## src/rtl/bcd_display_scan.sv

```systemverilog
// bcd_display_scan
// Four-digit multiplexed seven-segment driver. All four BCD digits and their
// decimal-point enables are snapshotted once per scan frame, at the wrap into
// slot 0, so a frame never mixes old and new values. Segment, dp and anode
// lines are active-low and fully registered; they only change on scan ticks
// or reset. Optional leading-zero blanking darkens leading zero digits.

module bcd_display_scan #(
   parameter int REFRESH_DIV = 50000   // clk cycles per lit digit, >= 2
) (
   input  logic        clk,
   input  logic        reset,
   input  logic [15:0] digits,
   input  logic [3:0]  dp_en,
   input  logic        blank_lz,
   output logic [6:0]  seg,
   output logic        dp,
   output logic [3:0]  an,
   output logic        frame_tick
);

   localparam int CNT_W = $clog2(REFRESH_DIV);
   localparam logic [CNT_W-1:0] CNT_MAX = CNT_W'(REFRESH_DIV - 1);

   // Active-low segment pattern for a BCD nibble (g..a). Non-BCD values
   // light only segment g so a corrupt counter shows up as a dash.
   function automatic logic [6:0] bcd_to_seg(input logic [3:0] v);
      case (v)
         4'd0:    return 7'b1000000;
         4'd1:    return 7'b1111001;
         4'd2:    return 7'b0100100;
         4'd3:    return 7'b0110000;
         4'd4:    return 7'b0011001;
         4'd5:    return 7'b0010010;
         4'd6:    return 7'b0000010;
         4'd7:    return 7'b1111000;
         4'd8:    return 7'b0000000;
         4'd9:    return 7'b0010000;
         default: return 7'b0111111;
      endcase
   endfunction

   // Prescaler and scan position
   logic [CNT_W-1:0] cnt_q, cnt_d;
   logic [1:0]       idx_q, idx_d;
   logic [1:0]       idx_next;
   logic             tick;
   logic             wrap;

   // Per-frame snapshot of the inputs
   logic [15:0]      shadow_digits_q, shadow_digits_d;
   logic [3:0]       shadow_dp_q, shadow_dp_d;

   // Registered display outputs
   logic [6:0]       seg_q, seg_d;
   logic             dp_q, dp_d;
   logic [3:0]       an_q, an_d;
   logic             frame_tick_q, frame_tick_d;

   // Source values for the slot being loaded on this tick
   logic [15:0]      src_digits;
   logic [3:0]       src_dp;
   logic [3:0]       sel_nibble;
   logic [3:0]       nib_zero;
   logic [3:0]       lz_mask;
   logic             slot_dark;

   assign tick     = (cnt_q == CNT_MAX);
   assign wrap     = tick && (idx_q == 2'd3);
   assign idx_next = idx_q + 2'd1;

   // On the wrap tick slot 0 must show the freshly sampled inputs, since the
   // shadow only takes them on that same edge.
   assign src_digits = wrap ? digits : shadow_digits_q;
   assign src_dp     = wrap ? dp_en  : shadow_dp_q;
   assign sel_nibble = src_digits[{idx_next, 2'b00} +: 4];

   // Zero detection per digit; an invalid nibble is not zero, so it stops
   // blanking of everything to its right.
   genvar gi;
   generate
      for (gi = 0; gi < 4; gi++) begin : g_zero
         assign nib_zero[gi] = (src_digits[gi*4 +: 4] == 4'd0);
      end
   endgenerate

   // A digit is a leading zero when it and every digit to its left are zero.
   // The rightmost digit always stays lit so a value of 0 is still visible.
   assign lz_mask[3] = nib_zero[3];
   assign lz_mask[2] = &nib_zero[3:2];
   assign lz_mask[1] = &nib_zero[3:1];
   assign lz_mask[0] = 1'b0;

   assign slot_dark = blank_lz && lz_mask[idx_next];

   // Next-state: prescaler wrap, scan advance, snapshot and output decode
   always_comb begin
      cnt_d           = tick ? '0 : cnt_q + 1'b1;
      idx_d           = idx_q;
      shadow_digits_d = shadow_digits_q;
      shadow_dp_d     = shadow_dp_q;
      seg_d           = seg_q;
      dp_d            = dp_q;
      an_d            = an_q;
      frame_tick_d    = wrap;

      if (wrap) begin
         shadow_digits_d = digits;
         shadow_dp_d     = dp_en;
      end

      if (tick) begin
         idx_d = idx_next;
         if (slot_dark) begin
            an_d  = 4'b1111;
            seg_d = 7'b1111111;
            dp_d  = 1'b1;
         end else begin
            an_d  = ~(4'b0001 << idx_next);
            seg_d = bcd_to_seg(sel_nibble);
            dp_d  = ~src_dp[idx_next];
         end
      end
   end

   // State registers; reset darkens the display and restarts the frame so
   // the first tick wraps to slot 0
   always_ff @(posedge clk) begin
      if (reset) begin
         cnt_q           <= '0;
         idx_q           <= 2'd3;
         shadow_digits_q <= '0;
         shadow_dp_q     <= '0;
         seg_q           <= 7'b1111111;
         dp_q            <= 1'b1;
         an_q            <= 4'b1111;
         frame_tick_q    <= 1'b0;
      end else begin
         cnt_q           <= cnt_d;
         idx_q           <= idx_d;
         shadow_digits_q <= shadow_digits_d;
         shadow_dp_q     <= shadow_dp_d;
         seg_q           <= seg_d;
         dp_q            <= dp_d;
         an_q            <= an_d;
         frame_tick_q    <= frame_tick_d;
      end
   end

   assign seg        = seg_q;
   assign dp         = dp_q;
   assign an         = an_q;
   assign frame_tick = frame_tick_q;

endmodule

```

## config.mk

```make
export PLATFORM = sky130hd
export DESIGN_NAME = bcd_display_scan
export DESIGN_NICKNAME = d
export VERILOG_FILES = /design/src/rtl/bcd_display_scan.sv
export SDC_FILE = /design/constraint.sdc
export NUM_CORES = 1
export LEC_CHECK = 0
export ABC_AREA = 1
export CORE_MARGIN = 5
export CORE_UTILIZATION = 49
export CTS_CLUSTER_SIZE = 12
export DETAILED_ROUTE_END_ITERATION = 10
export GPL_ROUTABILITY_DRIVEN = 0
export PLACE_DENSITY = 0.75
export SYNTH_ARGS = -nofsm -noshare
export SYNTH_HDL_FRONTEND = slang
export SYNTH_SLANG_ARGS = --single-unit
```

## constraint.sdc

```tcl
create_clock -name clk -period 2.2 [get_ports clk]
set_clock_uncertainty 0.1 [all_clocks]
set_input_delay 0.44 -clock clk [delete_from_list [all_inputs] [get_ports clk]]
set_output_delay 0.44 -clock clk [all_outputs]
set_load 0.1 [all_outputs]
```

==> flow_metrics.env, run 1 <==
export IMPL_p_seq_frac=0.572
export IMPL_multi_input_area_mm2=0.00171
export IMPL_power_share_combinational=0.053
export IMPL_count_of_buffers_from_port_buffering=35
export IMPL_minimum_setup_slack_in_the_final_design_ps=-144
export IMPL_regToRegSetupSlack_ps=-140
export IMPL_viasPerCell=5.27
export IMPL_die_area_mm2=0.00692
export IMPL_dieWidth_um=83.2
export IMPL_drt_drc_violations_left=0
export IMPL_wl_met1_mm=3.20
export IMPL_synth_area_top_cells="dfxtp_1, nand2_1, nand3_1"
export IMPL_number_of_antenna_violations_at_the_first_check_in_global_routing=0
export IMPL_yosys_area_top_type_share=0.389
export IMPL_avgSynthCellArea_um2=7.25
export IMPL_fin_cells=533
export IMPL_routed_top_layer="met4"
export IMPL_p_total_mw=1.63
export IMPL_maximum_fanout_encountered_on_the_critical_timing_path=7
export IMPL_timing_hold_worst_endpoint="an[0]$_SDFFE_PP1N_"
export IMPL_worst_hold_slack_ps=376
export IMPL_slew_headroom=0.762
export IMPL_cp_common_cell="nor2_1"
export IMPL_most_common_cell_after_layout_fill_and_taps_aside="buf_4"
export IMPL_min_path_type="reg -> reg"
export IMPL_grt_max_degree=17
export IMPL_min_delay_start="an[0]$_SDFFE_PP1N_"
export IMPL_first_global_vias=2624
export IMPL_ys_warnings_count=0
export IMPL_floorplan_initialDensity=0.511
export IMPL_critical_path_arrival_ps=2500
export IMPL_finalCritPeriodShare=1.07
export IMPL_met2_wirelength_mm=4.18
export IMPL_clk_root_buffer_cell="clkbuf_8"
export IMPL_worstRegToRegCells=17
export IMPL_clk_latency_ps=310
export IMPL_clock_power_share=0.375
export IMPL_timing_setup_critical_path_class="reg -> reg"
export IMPL_timing_hold_worst_path_depth=2
export IMPL_cp_start_kind="register"
export IMPL_met3_length_um=426
export IMPL_critical_path_cell_chain="nor2_1 -> nand2_2 -> nor2_4 -> nand3_4 -> buf_6 -> buf_4 -> nand2_2 -> nand2_2 -> nand2_1 -> nand2_1 -> inv_2 -> nand2_4 -> inv_4 -> nand2_1 -> nor2_1 -> nor2_1 -> nor2_1"
export IMPL_finalWorstPathRequiredPeriod_ps=2340
export IMPL_ys_seq_area_frac=0.389
export IMPL_max_vdd_ir_drop_v=0.000362
export IMPL_ioPinCount=36
export IMPL_dr_first_iter_drc_count=143
export IMPL_max_cap_violations=0
export IMPL_core_area_mm2=0.00514
export IMPL_synth_nets=395
export IMPL_synth_lib_cells_used_distinct=36
export IMPL_cts_reportedPaths_clkPinSlew_ps=90
export IMPL_cts_htree_levels=2
export IMPL_p_per_area_mw_per_mm2=410
export IMPL_cell_area_after_layout_mm2=0.00397
export IMPL_avgRoutedWirePerCell_um=15.5
export IMPL_half_perimeter_wire_length_after_placement_mm=4.65
export IMPL_cts_buffers_inserted=5
export IMPL_global_route_usage_total=0.202
export IMPL_netlist_top_cell_by_area="dfxtp_1"
export IMPL_drive_gt1_frac=0.415
export IMPL_syn_cell_area_mm2=0.00263
export IMPL_synth_seq_cells=51
export IMPL_cpPeakStageDelay_ps=340
export IMPL_num_nets_final=495
export IMPL_slowest_stage="dfxtp_1"
export IMPL_via_count=2810
export IMPL_global_route_overflow_total=0
export IMPL_status="finished with violations"
export IMPL_wire_length_of_the_first_global_routing_pass_mm=11.7
export IMPL_internal_power_mw=1.27
export IMPL_max_freq_mhz=427
export IMPL_clock_tree_buffer_depth=2
export IMPL_worst_ep_required_time_ps=2360
export IMPL_dpl_cell_count=502
export IMPL_max_slew_violations=0
export IMPL_detailedRoute_firstPassIterationCount=4
export IMPL_layout_cells_most_common_list="buf_4, nand2_1, dfxtp_1"
export IMPL_syn_inst=362
export IMPL_fp_row_count=26
export IMPL_final_fill_count=357
export IMPL_violations="negative setup slack"
export IMPL_die_height_um=83.2
export IMPL_post_dp_cell_area_mm2=0.00335
export IMPL_endpoints_failing_hold=0
export IMPL_worst_r2r_endpoint="seg[4]$_SDFFE_PP1N_"
export IMPL_worstMarginPinSlew_ps=355
export IMPL_cts_tree="done"
export IMPL_tritoncts_num_sinks=51
export IMPL_area_growth_syn_to_layout_pct=51.3
export IMPL_diodes=0
export IMPL_power_leakage_nw=1.70
export IMPL_pre_cts_slack_ps=-94.3
export IMPL_setup_repair_after_global_routing_missed_its_margin="yes"
export IMPL_regToRegStartpoint="cnt_q[5]$_SDFF_PP0_"
export IMPL_timing_critical_path_to_type="register"
export IMPL_antenna_left=0
export IMPL_setup_viol=11
export IMPL_switching_share_of_total_power=0.223
export IMPL_routed_wl_mm=8.24
export IMPL_final_seq_area_mm2=0.00103
export IMPL_power_switching_mw=0.362
export IMPL_cp_startpoint="cnt_q[5]$_SDFF_PP0_"
## cell families after synthesis
group	after synthesis	synth area share
AND/OR/NAND/NOR	203	0.375
buffers and inverters	57	0.0925
flip-flops	51	0.389
AO/OA/AOI/OAI	39	0.0891
adder cells (fa/ha/maj)	10	0.0477
XOR/XNOR	1	0.00334
multiplexers	1	0.00381
## worst max-delay path by stage
stage	to	slack (ps)	cells past startpoint
after floorplan	seg[0]$_SDFFE_PP1N_	10	17
after global placement	seg[3]$_SDFFE_PP1N_	-20	15
after detailed placement	seg[3]$_SDFFE_PP1N_	-90	16
after CTS	seg[3]$_SDFFE_PP1N_	-2	17
after global routing	seg[4]$_SDFFE_PP1N_	-330	17
final	seg[4]$_SDFFE_PP1N_	-140	17
## cells in the mapped netlist (all sizes together)
master and n:
or2 7, mux2i 1, clkinv 2, and2 1
nor2 46, dfxtp 51, clkbuf 2, nand2 86
ha 10, nor3 7, buf 9, nand4 14
o21ai 5, o221ai 1, nand3 38, inv 44
a21oi 29, xor2 1, nor4 2, a31oi 1
nor3b 2, o21a 3
## through the flow
stage | TNS, ps | utilization
final | -1060 | 0.773
after floorplan | 0 | -
after detailed placement | -283 | 0.652
after global placement | -46.2 | 0.652
after global routing | -2720 | 0.773
after CTS | -1.63 | 0.716
## layer usage
layer / vias to the layer above / global-route usage
li1: 1372 / -
met4: 0 / 0.110
met1: 1289 / 0.236
met3: 38 / 0.0386
met5: - / 0
met2: 111 / 0.345
## state kept, by name, summed over array words and instances (netlist names)
register         cells
shadow_digits_q     16
dp                   1
shadow_dp_q          4
frame_tick           1
seg                  7
an                   4
cnt_q               16
idx_q                2
## area by class of cell
cell class,instances,area share
Multi-Input combinational cell,255,0.430
Sequential cell,51,0.260
Timing Repair Buffer,103,0.217
Inverter,46,0.0466
Clock buffer,8,0.0252
Tap cell,70,0.0220
## worst max-delay path, delay by kind of cell (launching register included)
family,cells,cell delay (ps)
flip-flops,1,340
buffers and inverters,4,490
AND/OR/NAND/NOR,13,1360
## power by group through the flow
stage               sequential [mW]  combinational, mW  clock, mW
floorplan                     0.952             0.0247          0
global route                  0.932             0.0938      0.664
global placement              0.952             0.0804          0
finish                        0.931             0.0863      0.611
CTS                           0.931             0.0822      0.608
detailed placement            0.952             0.0810          0
## timing repair
item | 4_1_cts | 5_1_grt
pin swaps | 18 | 36
resized for setup | 23 | 66
endpoints found under the setup margin | 6 | 19
cloned | 0 | 1
hold buffers | 0 | 0
buffers inserted | 18 | 5
(Power assumes the default switching activity.)
==> run 2: changes to the inputs <==
CAP_MARGIN = 20   (was default)
==> results of run 2 <==
The final DEF is identical to that of run 1; final timing and power are the same.
